### config.mk
export PLATFORM = sky130hd
export DESIGN_NAME = aux_reg_bridge_flat
export DESIGN_NICKNAME = d
export VERILOG_FILES = /design/src/rtl/aux_reg_bridge_if.sv /design/src/rtl/aux_reg_bridge.sv /design/src/flat_wrapper.sv
export SDC_FILE = /design/constraint.sdc
export NUM_CORES = 1
export LEC_CHECK = 0
export CAP_MARGIN = 10
export CORE_MARGIN = 2
export CORE_UTILIZATION = 53
export CTS_BUF_LIST = sky130_fd_sc_hd__clkbuf_16
export CTS_CLUSTER_DIAMETER = 80
export CTS_CLUSTER_SIZE = 14
export DETAILED_ROUTE_END_ITERATION = 16
export PLACE_DENSITY = 0.8
export SETUP_SLACK_MARGIN = 0.3
export SYNTH_ARGS = -nofsm -noshare
export SYNTH_HDL_FRONTEND = slang
export SYNTH_SLANG_ARGS = --single-unit
### constraint.sdc
create_clock -name clk -period 2.5 [get_ports clk]
set_input_delay 0.5 -clock clk [delete_from_list [all_inputs] [get_ports clk]]
set_output_delay 0.5 -clock clk [all_outputs]
set_load 0.01 [all_outputs]
### src/rtl/aux_reg_bridge_if.sv
// Signal bundle between the upstream aux-opcode bridge / register file (master side)
// and aux_reg_bridge (slave side).
interface aux_reg_bridge_if;
    logic       aux_active;
    logic       aux_complete;
    logic [7:0] aux_rx_data;
    logic       aux_rx_valid;
    logic       aux_rx_ready;
    logic [7:0] aux_tx_data;
    logic       aux_tx_valid;
    logic       aux_tx_ready;
    logic [7:0] reg_addr;
    logic [7:0] reg_wdata;
    logic       reg_we;
    logic       reg_re;
    logic [7:0] reg_rdata;

    modport slave (
        input  aux_active, aux_rx_data, aux_rx_valid, aux_tx_ready, reg_rdata,
        output aux_complete, aux_rx_ready, aux_tx_data, aux_tx_valid,
               reg_addr, reg_wdata, reg_we, reg_re
    );

    modport master (
        output aux_active, aux_rx_data, aux_rx_valid, aux_tx_ready, reg_rdata,
        input  aux_complete, aux_rx_ready, aux_tx_data, aux_tx_valid,
               reg_addr, reg_wdata, reg_we, reg_re
    );
endinterface

### src/rtl/aux_reg_bridge.sv
// Aux-opcode register bridge: decodes op/addr/len host requests into single-cycle
// register-bus strobes and streams read data back to the host one byte at a time.
module aux_reg_bridge (
    input  logic            clk,
    input  logic            reset,
    aux_reg_bridge_if.slave bus
);

    localparam logic [3:0] IDLE  = 4'd0;
    localparam logic [3:0] OP    = 4'd1;
    localparam logic [3:0] ADDR  = 4'd2;
    localparam logic [3:0] LEN   = 4'd3;
    localparam logic [3:0] WDATA = 4'd4;
    localparam logic [3:0] RREQ  = 4'd5;
    localparam logic [3:0] RWAIT = 4'd6;
    localparam logic [3:0] RSEND = 4'd7;
    localparam logic [3:0] DONE  = 4'd8;
    localparam logic [3:0] DRAIN = 4'd9;

    localparam logic [7:0] OP_WRITE = 8'h57;
    localparam logic [7:0] OP_READ  = 8'h52;

    logic [3:0] state;
    logic [7:0] op;
    logic [7:0] addr_cnt;
    logic [7:0] count;
    logic [7:0] tx_data;
    logic       tx_valid;
    logic [7:0] reg_addr;
    logic [7:0] reg_wdata;
    logic       reg_we;
    logic       reg_re;

    logic in_request;
    logic rx_take;
    logic abort;

    assign in_request = (state == OP) || (state == ADDR) || (state == LEN) || (state == WDATA);
    assign rx_take    = bus.aux_rx_ready && bus.aux_rx_valid;
    // Losing aux_active mid-request drops the transaction; DONE/DRAIN finish on their own.
    assign abort      = !bus.aux_active && (state != IDLE) && (state != DONE) && (state != DRAIN);

    assign bus.aux_rx_ready = in_request && bus.aux_active;
    assign bus.aux_complete = (state == DONE);
    assign bus.aux_tx_data  = tx_data;
    assign bus.aux_tx_valid = tx_valid;
    assign bus.reg_addr     = reg_addr;
    assign bus.reg_wdata    = reg_wdata;
    assign bus.reg_we       = reg_we;
    assign bus.reg_re       = reg_re;

    // NOTE: state is updated with non-blocking assignments so every register samples
    // pre-edge values no matter how the statements below are ordered.
    always_ff @(posedge clk) begin
        if (reset) begin
            state     <= IDLE;
            op        <= 8'h00;
            addr_cnt  <= 8'h00;
            count     <= 8'h00;
            tx_data   <= 8'h00;
            tx_valid  <= 1'b0;
            reg_addr  <= 8'h00;
            reg_wdata <= 8'h00;
            reg_we    <= 1'b0;
            reg_re    <= 1'b0;
        end else begin
            // NOTE: strobes default low every cycle, so a pulse can never stretch.
            reg_we <= 1'b0;
            reg_re <= 1'b0;

            if (abort) begin
                state    <= IDLE;
                tx_valid <= 1'b0;
            end else begin
                case (state)
                    IDLE: begin
                        if (bus.aux_active) state <= OP;
                    end

                    OP: begin
                        if (rx_take) begin
                            op <= bus.aux_rx_data;
                            if (bus.aux_rx_data == OP_WRITE || bus.aux_rx_data == OP_READ)
                                state <= ADDR;
                            else
                                state <= DONE;
                        end
                    end

                    ADDR: begin
                        if (rx_take) begin
                            addr_cnt <= bus.aux_rx_data;
                            state    <= LEN;
                        end
                    end

                    LEN: begin
                        if (rx_take) begin
                            count <= bus.aux_rx_data;
                            if (bus.aux_rx_data == 8'h00) begin
                                state <= DONE;
                            end else if (op == OP_WRITE) begin
                                state <= WDATA;
                            end else begin
                                // reg_re is issued on entry so it is high during RREQ and
                                // the read data lands during RWAIT.
                                state    <= RREQ;
                                reg_re   <= 1'b1;
                                reg_addr <= addr_cnt;
                            end
                        end
                    end

                    WDATA: begin
                        if (rx_take) begin
                            reg_we    <= 1'b1;
                            reg_addr  <= addr_cnt;
                            reg_wdata <= bus.aux_rx_data;
                            addr_cnt  <= addr_cnt + 8'd1;
                            count     <= count - 8'd1;
                            if (count == 8'd1) state <= DONE;
                        end
                    end

                    RREQ: begin
                        state <= RWAIT;
                    end

                    RWAIT: begin
                        tx_data  <= bus.reg_rdata;
                        tx_valid <= 1'b1;
                        state    <= RSEND;
                    end

                    RSEND: begin
                        if (bus.aux_tx_ready) begin
                            tx_valid <= 1'b0;
                            addr_cnt <= addr_cnt + 8'd1;
                            count    <= count - 8'd1;
                            if (count == 8'd1) begin
                                state <= DONE;
                            end else begin
                                state    <= RREQ;
                                reg_re   <= 1'b1;
                                reg_addr <= addr_cnt + 8'd1;
                            end
                        end
                    end

                    DONE: begin
                        state <= DRAIN;
                    end

                    DRAIN: begin
                        if (!bus.aux_active) state <= IDLE;
                    end

                    default: begin
                        state <= IDLE;
                    end
                endcase
            end
        end
    end

endmodule
### src/flat_wrapper.sv
// flat-port wrapper written by rule: the top's interface ports become plain ports
module aux_reg_bridge_flat 
  (clk, reset, bus_aux_active, bus_aux_rx_data, bus_aux_rx_valid, bus_aux_tx_ready, bus_reg_rdata, bus_aux_complete, bus_aux_rx_ready, bus_aux_tx_data, bus_aux_tx_valid, bus_reg_addr, bus_reg_wdata, bus_reg_we, bus_reg_re);
  aux_reg_bridge_if bus_i ();
  input  logic clk;
  input  logic reset;
  input wire logic [$bits(bus_i.aux_active)-1:0] bus_aux_active;
  input wire logic [$bits(bus_i.aux_rx_data)-1:0] bus_aux_rx_data;
  input wire logic [$bits(bus_i.aux_rx_valid)-1:0] bus_aux_rx_valid;
  input wire logic [$bits(bus_i.aux_tx_ready)-1:0] bus_aux_tx_ready;
  input wire logic [$bits(bus_i.reg_rdata)-1:0] bus_reg_rdata;
  output wire logic [$bits(bus_i.aux_complete)-1:0] bus_aux_complete;
  output wire logic [$bits(bus_i.aux_rx_ready)-1:0] bus_aux_rx_ready;
  output wire logic [$bits(bus_i.aux_tx_data)-1:0] bus_aux_tx_data;
  output wire logic [$bits(bus_i.aux_tx_valid)-1:0] bus_aux_tx_valid;
  output wire logic [$bits(bus_i.reg_addr)-1:0] bus_reg_addr;
  output wire logic [$bits(bus_i.reg_wdata)-1:0] bus_reg_wdata;
  output wire logic [$bits(bus_i.reg_we)-1:0] bus_reg_we;
  output wire logic [$bits(bus_i.reg_re)-1:0] bus_reg_re;
  assign bus_i.aux_active = bus_aux_active;
  assign bus_i.aux_rx_data = bus_aux_rx_data;
  assign bus_i.aux_rx_valid = bus_aux_rx_valid;
  assign bus_i.aux_tx_ready = bus_aux_tx_ready;
  assign bus_i.reg_rdata = bus_reg_rdata;
  assign bus_aux_complete = bus_i.aux_complete;
  assign bus_aux_rx_ready = bus_i.aux_rx_ready;
  assign bus_aux_tx_data = bus_i.aux_tx_data;
  assign bus_aux_tx_valid = bus_i.aux_tx_valid;
  assign bus_reg_addr = bus_i.reg_addr;
  assign bus_reg_wdata = bus_i.reg_wdata;
  assign bus_reg_we = bus_i.reg_we;
  assign bus_reg_re = bus_i.reg_re;
  aux_reg_bridge u_core (.clk(clk), .reset(reset), .bus(bus_i));
endmodule
After elaboration in Yosys (flattened, before gate mapping). Cells that the tools add are included. Widths: inputs -> output; s select.

Output and inout bits: 29. Input bits: 21. Register bits: 55. Word-level logic and storage cells: 102.

Multiplexer cells: 36. Bitwise operators: 2. Equal/unequal tests: 26. Reduce and logical (&&, ||, !) cells: 26. Add/subtract/negate cells: 2.

Operators with widths (number): $mux 8 (11); $pmux 8 s3 (3); $mux 4 (11); $pmux 4 s10 (1); $eq 8x7->1 const B (3); $eq 4x3->1 const B (4); $reduce_and 8->1 (2); $ne 2x2->1 const B (7); $reduce_and 5->1 (2); $add 8x1->8 const B (1); $eq 4x2->1 const B (2); $eq 4x4->1 const B (2); $eq 8x1->1 const B (1); $logic_not 8->1 (1); $mux 1 (8); $ne 2x1->1 const B (4); $ne 4x4->1 const B (2); $sub 8x1->8 const B (1); $reduce_and 3->1 (2); $reduce_bool 3->1 (2); $logic_and 1x1->1 (5); $eq 4x1->1 const B (1); $logic_not 4->1 (1); $logic_or 1x1->1 (4); other kinds (8) (11).

Longest topological paths before layout. Gate-level depths: netlist of the first run.

Word-level depth: 8. Depth in mapped cells: 8. Gate-level depth less buffers: 6.

Least setup slack after synthesis of the first run. Ideal clock, no wire load.

Path kind: register to register. Start point: register u_core.state[0]. End point: register u_core.count[7]. Data required time: 2.369 ns. Setup slack: 0.520 ns. Clock period less this slack: 1.980 ns. Path buffers: 3. Arrival: 1.849 ns. Stages on the path, launching flop included: 9. Library setup time: 0.131 ns. Cell sequence: dfxtp_1 > buf_6 > or3b_4 > a21oi_2 > or4b_1 > buf_2 > buf_6 > o21ai_1 > o31ai_2.

Longest elaborated chain between the ends: 8. Elaborated cells between the ends (all ways): 23. Those cells by class: eq/ne: 10; mux: 1; bitwise: 1; reduce/logical: 11.

Ends and longest elaborated chain: start: declaration (line aux_reg_bridge.sv:23) `logic [3:0] state;`; start signal: assignment (line aux_reg_bridge.sv:56) `state <= IDLE;`; start signal: assignment (line aux_reg_bridge.sv:72) `state <= IDLE;`; start signal: assignment (line aux_reg_bridge.sv:77) `if (bus.aux_active) state <= OP;`; $eq 4x1->1 / $eq 4x2->1 (equally long branches) (line aux_reg_bridge.sv:38) `assign in_request = (state == OP) || (state == ADDR) || (state == LEN) || (state == WDATA);`; $logic_or 1x1->1 (3 in series) (line aux_reg_bridge.sv:38); $logic_and 1x1->1 (line aux_reg_bridge.sv:43) `assign bus.aux_rx_ready = in_request && bus.aux_active;`; $logic_and 1x1->1 (line aux_reg_bridge.sv:39) `assign rx_take = bus.aux_rx_ready && bus.aux_rx_valid;`; $ne 2x1->1 (no line); $reduce_and 5->1 (no line); end signal: assignment (line aux_reg_bridge.sv:99) `count <= bus.aux_rx_data;`; end signal: assignment (line aux_reg_bridge.sv:120) `count <= count - 8'd1;`; end signal: assignment (line aux_reg_bridge.sv:139) `count <= count - 8'd1;`; end: declaration (line aux_reg_bridge.sv:26) `logic [7:0] count;`.

Parallel ways exist; a longest one is shown, timed or not. A chain may end at the register's enable or synchronous reset.

Worst setup path after layout of the first run.
Start point: register u_core.state[1]. End point: register u_core.count[2].

Same word-level chain as after synthesis.

==> flow_summary.rst, run 1 <==
.. list-table::
   :header-rows: 1

   * - Metric
     - Value
   * - Clock tree from TritonCTS
     - done
   * - H-tree lvl count
     - 2
   * - Number of synthesized flops with an enable pin
     - 0
   * - R2r setup slk
     - 0.40 ns
   * - Crit share post-route
     - 84.2%
   * - Number of distinct library cells after synthesis
     - 61
   * - Starting density of the core
     - 54.5%
   * - Port-buffer cells
     - 49
   * - Min cycle time layout
     - 2.10 ns
   * - Post-Syn Area per Cell
     - 8.13 µm²
   * - Pre-CTS WS
     - 0.0321 ns
   * - Clk Tree Root Cell
     - sky130_fd_sc_hd__clkbuf_16
   * - Overall die height
     - 79.0 µm
   * - Boundary pin count
     - 50
   * - Hold Crit Class
     - flop to flop
   * - Area used by sequential logic in the layout
     - 0.00111 mm²
   * - Worst-Margin Slew
     - 0.554 ns
   * - Via count of the first global-routing pass
     - 2629
   * - Register area share after synthesis
     - 36.9%
   * - Post-layout utilization of the core
     - 69.8%
   * - Layout Nets
     - 450
   * - Number of nets with antenna violations after detailed routing
     - 0
   * - CP Capture Type
     - flop
   * - Detailed-routing iteration count for the pre-antenna-repair pass
     - 6
   * - Final WS setup
     - 0.396 ns
   * - Worst R2R Path Depth
     - 6
   * - Yosys top cell by area
     - sky130_fd_sc_hd__dfxtp_1
   * - Full die area
     - 0.00624 mm²
   * - Final Slew Violations
     - 0
   * - DP Wirelength
     - 5320 µm
   * - TNS Setup
     - 0 ns
   * - Async S/R FF share, synth
     - 0%
   * - Worst Path Class, Setup
     - flop to flop
   * - Critical path data required time
     - 2.66 ns
   * - Most numerous cell in the Yosys netlist
     - sky130_fd_sc_hd__dfxtp_1
   * - Area of combinational cells with multiple inputs
     - 0.00177 mm²
   * - Part of the power in registers
     - 36.2%
   * - Number of buffers added for setup after CTS
     - 0
   * - Number of antenna violations at the first check in global routing
     - 0
   * - Core area
     - 0.00547 mm²
   * - Worst rel slew slack
     - 63.0%
   * - Number of sinks on the clock net
     - 55
   * - Final-layout fill cell count
     - 444
   * - Global routing usage summed across all routing layers
     - 24.5%
   * - Final Hold Vio Count
     - 0
   * - Post-route cell area
     - 0.00382 mm²
   * - Initial drt markers
     - 301
   * - Worst Skew
     - 0.00800 ns
   * - Number of instances in the synthesized netlist
     - 367
   * - Arrival time at the worst endpoint
     - 2.26 ns
   * - Die X-Extent
     - 79.0 µm
   * - Int Pwr
     - 1.94 mW
   * - Worst min-delay path endpoint
     - u_core.bus.aux_tx_data[6]
   * - Status
     - completed
   * - First-pass GRT wire length
     - 12200 µm
   * - Relative contribution of combinational cells to total power
     - 41.1%
   * - Clock network fraction of design power
     - 22.7%
   * - Synthesized netlist net count
     - 391
   * - Maximum number of pins on one net before global-route repair
     - 55
   * - Setup repair after global routing missed its margin
     - true
   * - Hold_sp
     - u_core.bus.aux_tx_data[6]
   * - Maximum vdd drop
     - 0.556 mV
   * - GP Congestion
     - 0.913
   * - Proportion of total power due to net switching
     - 36.7%
   * - Fmax
     - 475 MHz
   * - Netlist area before placement
     - 0.00298 mm²
   * - Max-cap viol count
     - 0
   * - Number of buffers on the longest clock path
     - 2
   * - Clock insertion delay at the later pin of the skew report
     - 0.29 ns
   * - Detailed-route DRC error count
     - 0
   * - Clock-pin slew reported for the worst setup and hold paths after clock tree synthesis
     - 0.07 ns
   * - Count of hold-fix buffers inserted at cts
     - 0
   * - Detail-routed via count per cell
     - 5.84
   * - Hold Path Depth
     - 2
   * - Startpoint kind of the worst setup timing path
     - flop
   * - Total clock buffers created by CTS
     - 5
   * - Sum of routed wire length over all layers
     - 7390 µm
   * - Yosys warns
     - 0
   * - Total gr overflow
     - 0
   * - Total via count in the routed design
     - 2916
   * - Cell area after placement
     - 0.00365 mm²
   * - Power density relative to cell area
     - 804 mW/mm²
   * - Top post-synthesis cells by count
     - sky130_fd_sc_hd__dfxtp_1, sky130_fd_sc_hd__nor2_1, sky130_fd_sc_hd__a21oi_1
   * - Leak pwr
     - 1.46 nW
   * - Layout-stage area growth over the synthesis result
     - 28.1%
   * - Synth Flop Type
     - sky130_fd_sc_hd__dfxtp_1
   * - Leading cell types by total area after synthesis
     - sky130_fd_sc_hd__dfxtp_1, sky130_fd_sc_hd__mux2i_1, sky130_fd_sc_hd__nor2_1, sky130_fd_sc_hd__a21oi_1, sky130_fd_sc_hd__nand3_1
   * - Switching Power
     - 1.13 mW
   * - Average detailed-routed wire length per instance
     - 14.8 µm
   * - Antenna cells
     - 0
   * - Reg2Reg Capture Point
     - u_core.count[2]
   * - Number of placement rows
     - 27
   * - Area fraction of the dominant cell type after synthesis
     - 36.9%
   * - Largest driver fanout on the critical path
     - 18
   * - Fraction of layout cells with a size suffix above 1
     - 13.8%
   * - Startpoint of the most critical register-to-register path
     - u_core.state[1]
   * - Final number of setup-violating endpoints
     - 0
   * - Seq cells post-synth
     - 55
[cells by family after synthesis]
group                      synth area share [%]
adders and majority gates                  1.26
xor gates and xnor gates                   2.94
and+or+nand+nor                            28.5
AOI/OAI and AO/OA                          19.9
DFF                                        36.9
muxes                                      5.70
buffers and inverters                      4.78
[power groups by stage]
| stage | logic [mW] | registers (mW) | clock network, mW |
|---|---|---|---|
| floorplan | 0.869 | 1.09 | 0 |
| global placement | 1.21 | 1.11 | 0 |
| detailed placement | 1.23 | 1.12 | 0 |
| CTS | 1.24 | 1.11 | 0.705 |
| global route | 1.39 | 1.13 | 0.743 |
| finish | 1.26 | 1.11 | 0.698 |
[final cells by class]
cell class	count	area share (%)
Clock buffer	5	3.28
Clock inverter	3	0.491
Inverter	6	0.590
Multi-Input combinational cell	281	46.2
Sequential cell	55	29.0
Tap cell	72	2.36
Timing Repair Buffer	77	18.1
[registers in the layout, summed over array words and instances, names as in the netlist]
register                 count
u_core.bus.reg_re            1
u_core.bus.aux_tx_valid      1
u_core.bus.reg_addr          8
u_core.bus.reg_wdata         8
u_core.bus.aux_tx_data       8
u_core.bus.reg_we            1
u_core.addr_cnt              8
u_core.count                 8
u_core.op                    8
u_core.state                 4
[placed cells by master (no fill, tap or decap), drive strengths merged, types with 3 or more instances in the layout]
cell type,synthesis,final
dfxtp,55,55
nor2,44,44
clkdlybuf4s50,0,44
a21oi,31,31
buf,7,29
nand2,28,28
nand3,25,25
mux2i,17,17
o21ai,14,14
nor3,13,13
a31oi,11,11
xnor2,9,9
nor2b,7,7
a211oi,7,7
inv,6,7
nand2b,6,6
clkbuf,18,6
nor4,5,5
or2,4,4
and3,4,4
and2,4,4
and3b,3,3
nand4,3,3
nor3b,3,3
a21o,3,3
o31a,3,3
ha,3,3
o32ai,3,3
[routing by layer]
layer	global-route usage, %	part of all wire, %	up-vias
li1	-	-	1448
met1	33.2	46	1353
met2	40.4	47	109
met3	5.00	5.8	6
met4	5.34	1.2	0
met5	0	0	-
[timing repair]
action / 4_1_cts / 5_1_grt
endpoints found under the setup margin: 4 / 13
pin swaps: 0 / 0
gates resized for setup: 9 / 7
[how the worst max path moves through the flow]
stage                    start          endpoint  slack [ns]  depth (start not counted)
2_1_floorplan  u_core.state[0]   u_core.count[7]        0.52                          8
3_3_place_gp    bus_aux_active  bus_aux_rx_ready        0.05                          4
3_5_place_dp    bus_aux_active  bus_aux_rx_ready        0.03                          4
4_1_cts        u_core.state[3]   u_core.state[1]        0.34                          6
5_1_grt        u_core.state[1]   u_core.count[2]        0.27                          6
6_report       u_core.state[1]   u_core.count[2]        0.40                          6
[per-stage QoR]
step | cells | power [mW] | hold slack, ns
2_1_floorplan | 367 | 1.96 | 0.454
3_3_place_gp | 491 | 2.32 | 0.441
3_5_place_dp | 491 | 2.35 | 0.450
4_1_cts | 499 | 3.05 | 0.461
5_1_grt | 499 | 3.26 | 0.476
6_report | 499 | 3.07 | 0.456
[worst max-delay path, stage by stage (launching register included)]
cell	delay [ns]
sky130_fd_sc_hd__dfxtp_2	0.44
sky130_fd_sc_hd__or3b_4	0.42
sky130_fd_sc_hd__a21oi_2	0.14
sky130_fd_sc_hd__or4b_1	0.50
sky130_fd_sc_hd__buf_4	0.21
sky130_fd_sc_hd__o21ai_0	0.18
sky130_fd_sc_hd__a21oi_1	0.08
(Power assumes the default switching activity.)
==> run 2: changes to the inputs <==
Clock period 2.5 ns to 2.15 ns, I/O delays scaled along.
==> flow_summary.rst, run 2 (synthesized netlist as in run 1, its figures left out) <==
.. list-table::
   :header-rows: 1

   * - Metric
     - Value
   * - Antenna cells
     - 0
   * - Port-buffer cells
     - 49
   * - Critical Path Start
     - u_core.state[1]
   * - Hold_sp
     - reset
   * - Maximum number of pins on one net before global-route repair
     - 55
   * - Detailed-route DRC error count
     - 0
   * - Layout Nets
     - 467
   * - Timing endpoint of the critical path
     - u_core.count[5]
   * - Hold Crit Class
     - primary input to flop
   * - Final Hold Vio Count
     - 0
   * - GRT Max-Usage Layer
     - met2
   * - Power, Total
     - 3.97 mW
   * - Number of buffers on the longest clock path
     - 2
   * - Clk Tree Root Cell
     - sky130_fd_sc_hd__clkbuf_16
   * - Critical path data required time
     - 2.38 ns
   * - Detail-routed via count per cell
     - 5.97
   * - CP Capture Type
     - flop
   * - R2r setup slk
     - 0.16 ns
   * - Startpoint kind of the worst setup timing path
     - flop
   * - Total via count in the routed design
     - 3081
   * - Setup repair after global routing missed its margin
     - true
   * - Reg2Reg Capture Point
     - u_core.count[5]
   * - Clock-pin slew reported for the worst setup and hold paths after clock tree synthesis
     - 0.07 ns
   * - Number of sinks on the clock net
     - 55
   * - Fraction of layout cells with a size suffix above 1
     - 21.8%
   * - M1 GR Usage
     - 36.0%
   * - Die X-Extent
     - 79.0 µm
   * - Initial drt markers
     - 337
   * - Starting density of the core
     - 54.5%
   * - Maximum vdd drop
     - 0.525 mV
   * - Crit share post-route
     - 92.3%
   * - Arrival time at the worst endpoint
     - 2.21 ns
   * - Clock insertion delay at the later pin of the skew report
     - 0.29 ns
   * - Final WS setup
     - 0.165 ns
   * - Total clock buffers created by CTS
     - 5
   * - Count of hold-fix buffers inserted at cts
     - 0
   * - Total gr overflow
     - 0
   * - H-tree lvl count
     - 2
   * - Detailed-routing iteration count for the pre-antenna-repair pass
     - 4
   * - Worst R2R Path Depth
     - 6
   * - First-pass GRT wire length
     - 13900 µm
   * - Pre-CTS WS
     - -0.272 ns
   * - Average detailed-routed wire length per instance
     - 16.5 µm
   * - Number of nets with antenna violations after detailed routing
     - 0
   * - Via count of the first global-routing pass
     - 2972
   * - TNS Setup
     - 0 ns
   * - Max-cap viol count
     - 0
   * - Slowest CP cell
     - sky130_fd_sc_hd__or4b_4
   * - Full die area
     - 0.00624 mm²
   * - GP Congestion
     - 0.956
   * - Worst Path Class, Setup
     - flop to flop
   * - Worst-Margin Slew
     - 0.559 ns
   * - Global routing usage summed across all routing layers
     - 27.5%
   * - Sum of routed wire length over all layers
     - 8540 µm
   * - Met2 GRT Util
     - 44.8%
   * - Number of antenna violations at the first check in global routing
     - 0
   * - Post-layout utilization of the core
     - 75.6%
   * - Number of placement rows
     - 27
   * - Power density relative to cell area
     - 959 mW/mm²
   * - Commonest cells after routing, fill and taps aside
     - sky130_fd_sc_hd__dfxtp_1, sky130_fd_sc_hd__nor2_1, sky130_fd_sc_hd__buf_4
   * - Worst Skew
     - 0.00560 ns
   * - Boundary pin count
     - 50
   * - Crit-path max cell delay
     - 0.53 ns
   * - Cell breakdown of the critical path
     - or3b_4 -> a21oi_2 -> or4b_4 -> buf_8 -> o21bai_1 -> a21oi_1
   * - Worst rel slew slack
     - 62.7%
   * - Status
     - completed
   * - Min cycle time layout
     - 1.99 ns
   * - Final Slew Violations
     - 0
   * - Clock tree from TritonCTS
     - done
   * - Leak pwr
     - 1.63 nW
   * - Overall die height
     - 79.0 µm
   * - DP Wirelength
     - 5580 µm
   * - Startpoint of the most critical register-to-register path
     - u_core.state[1]
   * - Most frequent standard cell in the layout excluding fill and tap cells
     - sky130_fd_sc_hd__dfxtp_1
   * - Largest driver fanout on the critical path
     - 7
   * - Fmax
     - 504 MHz
   * - Core area
     - 0.00547 mm²
   * - Final number of setup-violating endpoints
     - 0
   * - Layout-stage area growth over the synthesis result
     - 38.7%
   * - Global routing met3 resource utilization
     - 5.57%
==> run 2: metrics by stage <==
stage	area, µm²	cells	hold WS, ns
2_1_floorplan	2990	367	0.454
3_3_place_gp	3770	506	0.442
3_5_place_dp	3770	506	0.446
4_1_cts	3990	514	0.437
5_1_grt	4140	516	0.452
6_report	4140	516	0.444
==> run 2: how the worst min path moves through the flow <==
stage | to | slack (ns) | cells past startpoint
2_1_floorplan | u_core.op[3] | 0.45 | 2
3_3_place_gp | u_core.bus.aux_tx_data[1] | 0.44 | 2
3_5_place_dp | u_core.bus.aux_tx_data[5] | 0.45 | 2
4_1_cts | u_core.bus.reg_re | 0.44 | 3
5_1_grt | u_core.bus.reg_re | 0.45 | 3
6_report | u_core.bus.reg_re | 0.44 | 3
==> run 2: critical path, delay by kind of cell (launching register included) <==
kind	cells	cell delay, ns
compound gates	3	0.46
buf+inv	1	0.17
flops	1	0.35
simple gates	2	0.93
==> run 2: cell type report <==
| cell class | instances | area (µm²) |
|---|---|---|
| Inverter | 6 | 22.5 |
| Timing Repair Buffer | 94 | 868 |
| Fill cell | 426 | 1340 |
| Sequential cell | 55 | 1110 |
| Clock buffer | 5 | 125 |
| Clock inverter | 3 | 20.0 |
| Multi-Input combinational cell | 281 | 1900 |
| Tap cell | 72 | 90.1 |
==> run 2: routing by layer <==
metal,up-vias,share of wire (%)
li1,1480,-
met5,-,0
met1,1468,44
met4,0,2.0
met2,113,49
met3,20,5.1
==> run 2: what timing repair did <==
| action | CTS | global route |
|---|---|---|
| cloned | 0 | 1 |
| pin swaps | 4 | 14 |
| resized for setup | 35 | 33 |
| buffers inserted | 0 | 1 |
| endpoints found under the setup margin | 43 | 38 |
==> run 2: power breakdown <==
part	internal (mW)	leakage, nW	switching [mW]	total, mW
Clock	0.431	0.0674	0.389	0.820
Sequential	1.15	0.447	0.113	1.26
Combinational	0.880	1.12	1.01	1.89
